`config.mk`:
```
export PLATFORM = sky130hd
export DESIGN_NAME = dht11_scheduler
export DESIGN_NICKNAME = d
export VERILOG_FILES = /design/src/rtl/dht11_scheduler_pkg.sv /design/src/rtl/dht11_scheduler_ms_tick_gen.sv /design/src/rtl/dht11_scheduler.sv
export SDC_FILE = /design/constraint.sdc
export NUM_CORES = 1
export LEC_CHECK = 0
export CAP_MARGIN = 10
export CORE_ASPECT_RATIO = 0.5
export CORE_MARGIN = 1
export CORE_UTILIZATION = 37
export CTS_BUF_LIST = sky130_fd_sc_hd__clkbuf_8
export CTS_CLUSTER_DIAMETER = 30
export DETAILED_ROUTE_END_ITERATION = 7
export PLACE_DENSITY = 0.72
export SYNTH_ARGS = -nofsm -noshare
export SYNTH_HDL_FRONTEND = slang
export SYNTH_SLANG_ARGS = --single-unit
```
`constraint.sdc`:
```
create_clock -name clk -period 4.1 [get_ports clk]
set_input_delay 0.615 -clock clk [delete_from_list [all_inputs] [get_ports clk]]
set_output_delay 0.615 -clock clk [all_outputs]
set_load 0.02 [all_outputs]
```
`src/rtl/dht11_scheduler_pkg.sv`:
```
// Shared definitions for the DHT11 measurement scheduler: FSM state encoding
// and the millisecond divider helper.
package dht11_sched_pkg;

  localparam logic [2:0] ST_IDLE  = 3'd0;
  localparam logic [2:0] ST_START = 3'd1;
  localparam logic [2:0] ST_WAIT  = 3'd2;
  localparam logic [2:0] ST_FAIL  = 3'd3;

  typedef enum logic [2:0] {
    IDLE  = ST_IDLE,
    START = ST_START,
    WAIT  = ST_WAIT,
    FAIL  = ST_FAIL
  } sched_state_t;

  function automatic int ms_div(input int clk_hz);
    return clk_hz / 1000;
  endfunction

endpackage

```
`src/rtl/dht11_scheduler_ms_tick_gen.sv`:
```
// Millisecond tick: divider runs 0..ms_div(CLK_HZ)-1, tick is a registered
// one-cycle pulse on wrap.
module ms_tick_gen
  import dht11_sched_pkg::*;
#(
  parameter int CLK_HZ = 100_000_000
) (
  input  logic clk,
  input  logic rst,
  output logic tick
);

  localparam int DIV = ms_div(CLK_HZ);
  localparam int CW  = (DIV > 1) ? $clog2(DIV) : 1;
  localparam logic [CW-1:0] LAST = CW'(DIV - 1);

  logic [CW-1:0] cnt;

  always_ff @(posedge clk) begin
    if (rst) begin
      cnt  <= '0;
      tick <= 1'b0;
    end else if (cnt == LAST) begin
      cnt  <= '0;
      tick <= 1'b1;
    end else begin
      cnt  <= cnt + 1'b1;
      tick <= 1'b0;
    end
  end

endmodule

```
`src/rtl/dht11_scheduler.sv`:
```
// DHT11 measurement scheduler: manual/auto start, minimum start spacing,
// timeout and checksum retries, last-good-sample hold.
module dht11_scheduler
  import dht11_sched_pkg::*;
#(
  parameter int CLK_HZ     = 100_000_000,
  parameter int PERIOD_MS  = 2000,
  parameter int MIN_GAP_MS = 1200,
  parameter int TIMEOUT_MS = 40,
  parameter int MAX_RETRY  = 3
) (
  input  logic       clk,
  input  logic       rst,
  input  logic       auto_en,
  input  logic       manual_req,
  output logic       dht_start,
  input  logic       dht_done,
  input  logic       dht_valid,
  input  logic [7:0] rh_in,
  input  logic [7:0] t_in,
  output logic [7:0] rh_data,
  output logic [7:0] t_data,
  output logic       data_valid,
  output logic       err,
  output logic       busy,
  output logic [1:0] retry_cnt,
  output logic [2:0] state_out
);

  localparam int GW = $clog2(PERIOD_MS + 1);
  localparam int TW = $clog2(TIMEOUT_MS + 1);
  localparam logic [GW-1:0] PERIOD_V = GW'(PERIOD_MS);
  localparam logic [GW-1:0] GAP_V    = GW'(MIN_GAP_MS);
  localparam logic [TW-1:0] TO_V     = TW'(TIMEOUT_MS);
  localparam logic [1:0]    RETRY_V  = 2'(MAX_RETRY);

  sched_state_t  state;
  logic [GW-1:0] gap_ms;
  logic [TW-1:0] to_ms;
  logic          pend;
  logic          tick;
  logic          go_start;
  logic          tick_rst;

  always_comb begin
    go_start = (state == IDLE)
             && (pend || manual_req || (auto_en && gap_ms == PERIOD_V))
             && (gap_ms >= GAP_V);
    // Restarting the divider with each start makes gap_ms/to_ms count whole
    // milliseconds from the start pulse, so spacing never undershoots.
    tick_rst = rst | go_start;
  end

  ms_tick_gen #(.CLK_HZ(CLK_HZ)) u_tick (
    .clk  (clk),
    .rst  (tick_rst),
    .tick (tick)
  );

  assign state_out = state;

  always_ff @(posedge clk) begin
    if (rst) begin
      state      <= IDLE;
      gap_ms     <= '0;
      to_ms      <= '0;
      pend       <= 1'b0;
      dht_start  <= 1'b0;
      rh_data    <= '0;
      t_data     <= '0;
      data_valid <= 1'b0;
      err        <= 1'b0;
      busy       <= 1'b0;
      retry_cnt  <= '0;
    end else begin
      dht_start <= 1'b0;
      if (tick && gap_ms != PERIOD_V) gap_ms <= gap_ms + 1'b1;
      if (manual_req) pend <= 1'b1;

      case (state)
        IDLE: begin
          if (go_start) begin
            state     <= START;
            dht_start <= 1'b1;
            busy      <= 1'b1;
            gap_ms    <= '0;
            pend      <= 1'b0;
          end
        end
        START: begin
          state <= WAIT;
          to_ms <= '0;
        end
        WAIT: begin
          if (dht_done) begin
            busy <= 1'b0;
            if (dht_valid) begin
              rh_data    <= rh_in;
              t_data     <= t_in;
              data_valid <= 1'b1;
              err        <= 1'b0;
              retry_cnt  <= '0;
              state      <= IDLE;
            end else begin
              state <= FAIL;
            end
          end else if (to_ms == TO_V) begin
            busy  <= 1'b0;
            state <= FAIL;
          end else if (tick) begin
            to_ms <= to_ms + 1'b1;
          end
        end
        FAIL: begin
          state <= IDLE;
          if (retry_cnt < RETRY_V) begin
            retry_cnt <= retry_cnt + 2'd1;
            pend      <= 1'b1;
          end else begin
            err       <= 1'b1;
            retry_cnt <= '0;
            // a fresh button press in this cycle still deserves a measurement
            if (!manual_req) pend <= 1'b0;
          end
        end
        default: state <= IDLE;
      endcase
    end
  end

endmodule
```
==> results.cfg, run 1 <==
[yosys]
synth_top_area_share_pct = 45.4
yosysSeqAreaShare_pct = 45.4
ys_ff_latch = 60
synth-edff-count = 0
yosys_warnings = 0
synth.net_count = 342
synth_top_area_cell = dfxtp_1
yosys-top-cells-area = dfxtp_1, nand2_1, nor2_1, xor2_1, ha_1
synth_cells = 309
avgSynthCellArea_um2 = 8.57
synth-main-ff-cell = dfxtp_1
synth_async_sr_flop_share_pct = 0
ys_types = 45
syn-cell-area_mm2 = 0.00265

[cts]
hold_buffers = 0
cts_htree_levels = 3
clk_latency_ps = 330
post_cts_buffers = 0
cts_max_path_buffers = 2
postCtsResizedCells = 0
cts_root_buffer = clkbuf_8
cts_made_buffers = 9
cts.clk_slew.worst_paths_ps = 60
clock-sinks = 60
cts_tree = yes

[sta]
whs_ps = 446
setup_viol = 0
timing.final.crit_share_pct = 62.4
fin_crit_ps = 2560
hold_violations = 0
rsz0062_at_grt = no
finalMaxSlewViolations = 0
fmax_ghz = 0.391
fin_skew_ps = 5.79
max_slew_margin_pct = 29.1
tns_ps = 0
worst_pin_slew_ps = 1050

[place]
io_buffers = 45
place_hpwl_um = 3690
place.gp.congestion = 0.778
dp_cells = 436

[finish]
layout_commonest_cell = dfxtp_1
fill_cells = 638
nNetsFinal = 388
layout_common_cells = dfxtp_1, nand2_1, nor2_1
final_cells = 452
area_growth_pct = 26.8
drive_gt1_share_pct = 6.94
antennaDiodeCount = 0
utilization_pct = 49.3

[power_and_ir_drop]
combPwrFrac_pct = 3.5
p_clk_share_pct = 45.9
power_switching_mw = 0.245
power_mw = 1.16
p_int_mw = 0.919
pwr-share-seq_pct = 50.6
swShare_pct = 21.0
power_density_mw_per_mm2 = 347
power_leakage_nw = 1.22
ir_drop_uv = 170

[floorplanning]
start_util_pct = 38.9
ioPinCount = 47
core_area_mm2 = 0.00681
rows = 21
die_h_um = 61.8
dieArea_mm2 = 0.00752
die_x_um = 122

[run]
cap_violations = 0

[global_routing]
track_usage_pct = 15.3
first_global_vias = 1988
antenna_found_initial = 0
grt_max_degree = 31
grt_first_pass_wirelength_um = 8910
overflow = 0

[worst_setup_path]
cp.arrival_ps = 2760
slowest_stage = or3_1
crit_chain = clkdlybuf4s50_1 > or3b_1 > or4_4 > a211oi_2 > or3_1 > nor2_1
critPathKind = primary input to flop
cp.required_ps = 4300
path_buf_inv = 1
cp_top_family = simple AND/OR/NAND/NOR gates
cp-end-kind = flop
crit_path_max_incr_delay_ps = 490
crit_path_max_fanout = 17
cp-start-kind = primary input

[outcome]
outcome = finished clean

[route]
wl_per_cell_um = 11.7
firstDrtPassIters = 4
vias = 2162
drc = 0
ant_nets = 0
dr.first_iter.drc_count = 56
drt-total-wl_um = 5270
vias_per_cell = 4.78

[worst_hold_path]
hold_path.class = flop to flop
-- metrics by stage --
stage               worst slack [ps]  cell area [um2]
finish                          1540             3360
global route                    1320             3360
CTS                             1500             3360
detailed placement              1150             3160
global placement                1190             3160
floorplan                       1920             2650
-- area by class of cell --
class	instances	area (um2)	share of cell area, %
multi-input cells	228	1340	40.0
flip-flops and latches	60	1200	35.8
inverters	10	37.5	1.12
clock inverters	5	51.3	1.53
well taps	92	115	3.43
clock buffers	11	151	4.51
repair buffers	46	458	13.6
-- metal layers --
metal	global-route usage [%]	up-vias	part of all wire, %
met5	0	-	0
met4	6.88	0	1.4
met3	4.65	8	3.1
met2	27.9	26	48
met1	17.2	1001	48
li1	-	1127	-
-- synth_stat cells (3+ instances only) --
library cell	n
a21oi_1	26
dfxtp_1	60
nand3_1	11
nand4_1	7
ha_1	11
nor3_1	5
and3_1	7
nor2_1	46
inv_1	10
clkbuf_1	5
xnor2_1	14
o21ai_0	4
nand2_1	47
and4_1	4
buf_4	3
xor2_1	16
-- power groups by stage --
stage | registers [mW] | logic [mW] | clock network (mW)
floorplan | 0.601 | 0.0190 | 0
global placement | 0.602 | 0.0408 | 0
detailed placement | 0.602 | 0.0407 | 0
CTS | 0.589 | 0.0409 | 0.553
global route | 0.588 | 0.0452 | 0.573
finish | 0.589 | 0.0405 | 0.535
-- final timing paths --
kind / end / cells after the start / start / slack (ps)
max reg2reg: u_tick.cnt[16] / 7 / gap_ms[0] / 1800
min: u_tick.cnt[0] / 1 / u_tick.cnt[0] / 450
min reg2reg: u_tick.cnt[0] / 1 / u_tick.cnt[0] / 450
max: u_tick.cnt[16] / 6 / auto_en / 1540
-- flip-flops by register name, indices dropped and copies added, names as in the netlist --
| register | count |
|---|---|
| u_tick.cnt | 17 |
| retry_cnt | 2 |
| pend | 1 |
| err | 1 |
| data_valid | 1 |
| rh_data | 8 |
| busy | 1 |
| u_tick.tick | 1 |
| gap_ms | 11 |
| t_data | 8 |
| dht_start | 1 |
| state_out | 2 |
| to_ms | 6 |
-- worst register-to-register path: cells and delay by family, from the launching register on --
family	cells	cell delay, ps
AND/OR/NAND/NOR	4	1250
flip-flops	1	330
AO/OA/AOI/OAI	1	320
adder cells (fa/ha/maj)	1	170
buffers and inverters	1	100
-- cell families (layout without fill, tap and decap cells) --
kind of cell	count (synthesis)	count (layout)	share of synthesized area, %
DFF	60	60	45.4
muxes	1	1	0.425
xor gates and xnor gates	30	30	9.92
and+or+nand+nor	144	144	25.8
adders and majority gates	11	11	5.20
AOI/OAI and AO/OA	41	41	9.26
buffers and inverters	21	72	3.88
other	1	1	0.142
(Power assumes the default switching activity.)
==> run 2: changes to the inputs <==
- clock period: 4.1 -> 2.4 ns (I/O delays scaled with it)
==> run 2 against run 1 <==
Setup slack lost 1200 ps; core utilization grew 0.63 points; worst hold slack improved by 8.2 ps; wire length shrank 2.9%; cell count grew 0.88%; non-clock buffer count grew 4; total power increased by 71%; sequential share of layout area fell by 0.45 points; combinational power up 82%; clock-buffer cell count shrank 1; critical path type unchanged; largest cell class unchanged.
==> results.cfg, run 2 (synthesis gave the netlist of run 1 again) <==
[worst_setup_path]
path_buf_inv = 1
cp-start-kind = primary input
cp_top_family = compound AO/OA/AOI/OAI gates
crit_path_max_fanout = 4
cp-end-kind = flop
slowest_stage = clkdlybuf4s50_1
reg2reg_from = gap_ms[0]
rr_worst_depth = 7
critPathKind = primary input to flop
crit_path_max_incr_delay_ps = 440
crit_chain = clkdlybuf4s50_1 > or3b_1 > or4_4 > a221o_1 > a211o_1 > a21oi_1
cp.depth = 6
r2r_end = state_out[1]
rrSetupSlack_ps = 330
cp.required_ps = 2670
cp.arrival_ps = 2350

[sta]
fmax_ghz = 0.480
finalMaxSlewViolations = 0
whs_ps = 454
rsz0062_at_grt = no
setup_viol = 0
max_slew_margin_pct = 33.1
worst_pin_slew_ps = 991
fin_skew_ps = 9.17
hold_violations = 0
fin_crit_ps = 2080
timing.final.crit_share_pct = 86.8

[global_routing]
track_usage_pct = 14.8
overflow = 0
grt_first_pass_wirelength_um = 8640
antenna_found_initial = 0
grt_max_degree = 28
first_global_vias = 1965

[route]
wl_per_cell_um = 11.2
vias = 2181
firstDrtPassIters = 4
drt-total-wl_um = 5120
dr.first_iter.drc_count = 79
ant_nets = 0
drc = 0
vias_per_cell = 4.78

[power_and_ir_drop]
p_clk_share_pct = 45.8
power_leakage_nw = 1.23
power_switching_mw = 0.440
power_density_mw_per_mm2 = 585
pwr-share-seq_pct = 50.5
combPwrFrac_pct = 3.7
swShare_pct = 22.1
p_int_mw = 1.55
power_mw = 1.99
ir_drop_uv = 231

[floorplanning]
die_x_um = 122
dieArea_mm2 = 0.00752
rows = 21
die_h_um = 61.8
core_area_mm2 = 0.00681
start_util_pct = 38.9
ioPinCount = 47

[cts]
post_cts_buffers = 0
clock-sinks = 60
cts_max_path_buffers = 2
cts.clk_slew.worst_paths_ps = 60
postCtsResizedCells = 0
cts_htree_levels = 3
hold_buffers = 0
cts_root_buffer = clkbuf_8
cts_made_buffers = 9
cts_tree = yes
clk_latency_ps = 340

[worst_hold_path]
worstHoldPathCells = 2
hold_path.class = flop to flop
min-delay-start = rh_data[7]
min_to = rh_data[7]

[finish]
layout_common_cells = dfxtp_1, nand2_1, nor2_1
layout_commonest_cell = dfxtp_1
seq_area_mm2 = 0.00120
area_growth_pct = 28.4
nNetsFinal = 392
antennaDiodeCount = 0
regMostFlops = u_tick.cnt
multiInputGateArea_mm2 = 0.00134
drive_gt1_share_pct = 7.97
fill_cells = 634
largest_reg_flops = 17
top_regs = u_tick.cnt x17, gap_ms x11

[place]
place.gp.congestion = 0.767
place_hpwl_um = 3640
io_buffers = 45

[outcome]
outcome = finished clean

[run]
cap_violations = 0
## run 2: stage by stage
step	worst slack [ps]	area [um2]	cells	util (%)	setup TNS [ps]
after floorplan	435	2650	309	-	0
after global placement	-20.7	3200	440	47.0	-90.1
after detailed placement	-34.9	3200	440	47.0	-552
after CTS	330	3400	456	50.0	0
after global routing	126	3400	456	50.0	0
final	317	3400	456	50.0	0
## run 2: cell type report
class / instances / share of cell area, %
clock buffer: 10 / 4.05
tap: 92 / 3.38
inverter: 10 / 1.10
timing repair buffer: 50 / 14.7
clock inverter: 6 / 1.91
sequential: 60 / 35.3
multi-input combinational: 228 / 39.5
## run 2: layer usage
metal  GRT usage, %  up-vias  share of wire, %  wire length (um)
met3           4.65        5               3.6               183
met4           7.41        0               1.3                69
met1           17.8     1003                47              2410
li1               -     1137                 -                 -
met2           24.9       36                48              2460
met5              0        -                 0                 0
## run 2: power groups by stage
stage	registers, mW	logic [mW]	clock network (mW)
after floorplan	1.03	0.0325	0
after global placement	1.03	0.0738	0
after detailed placement	1.03	0.0746	0
after CTS	1.01	0.0748	0.935
after global routing	1.01	0.0815	0.976
final	1.01	0.0739	0.910
## run 2: worst min-delay path, stage by stage, from the launching register on
cell	delay [ps]
dfxtp_1	310
nand2_1	50
a21oi_1	50
## run 2: how the worst max path moves through the flow
stage | from | endpoint
floorplan | gap_ms[0] | u_tick.cnt[7]
global placement | auto_en | state_out[1]
detailed placement | auto_en | gap_ms[2]
CTS | auto_en | gap_ms[2]
global route | to_ms[3] | to_ms[5]
finish | auto_en | state_out[1]
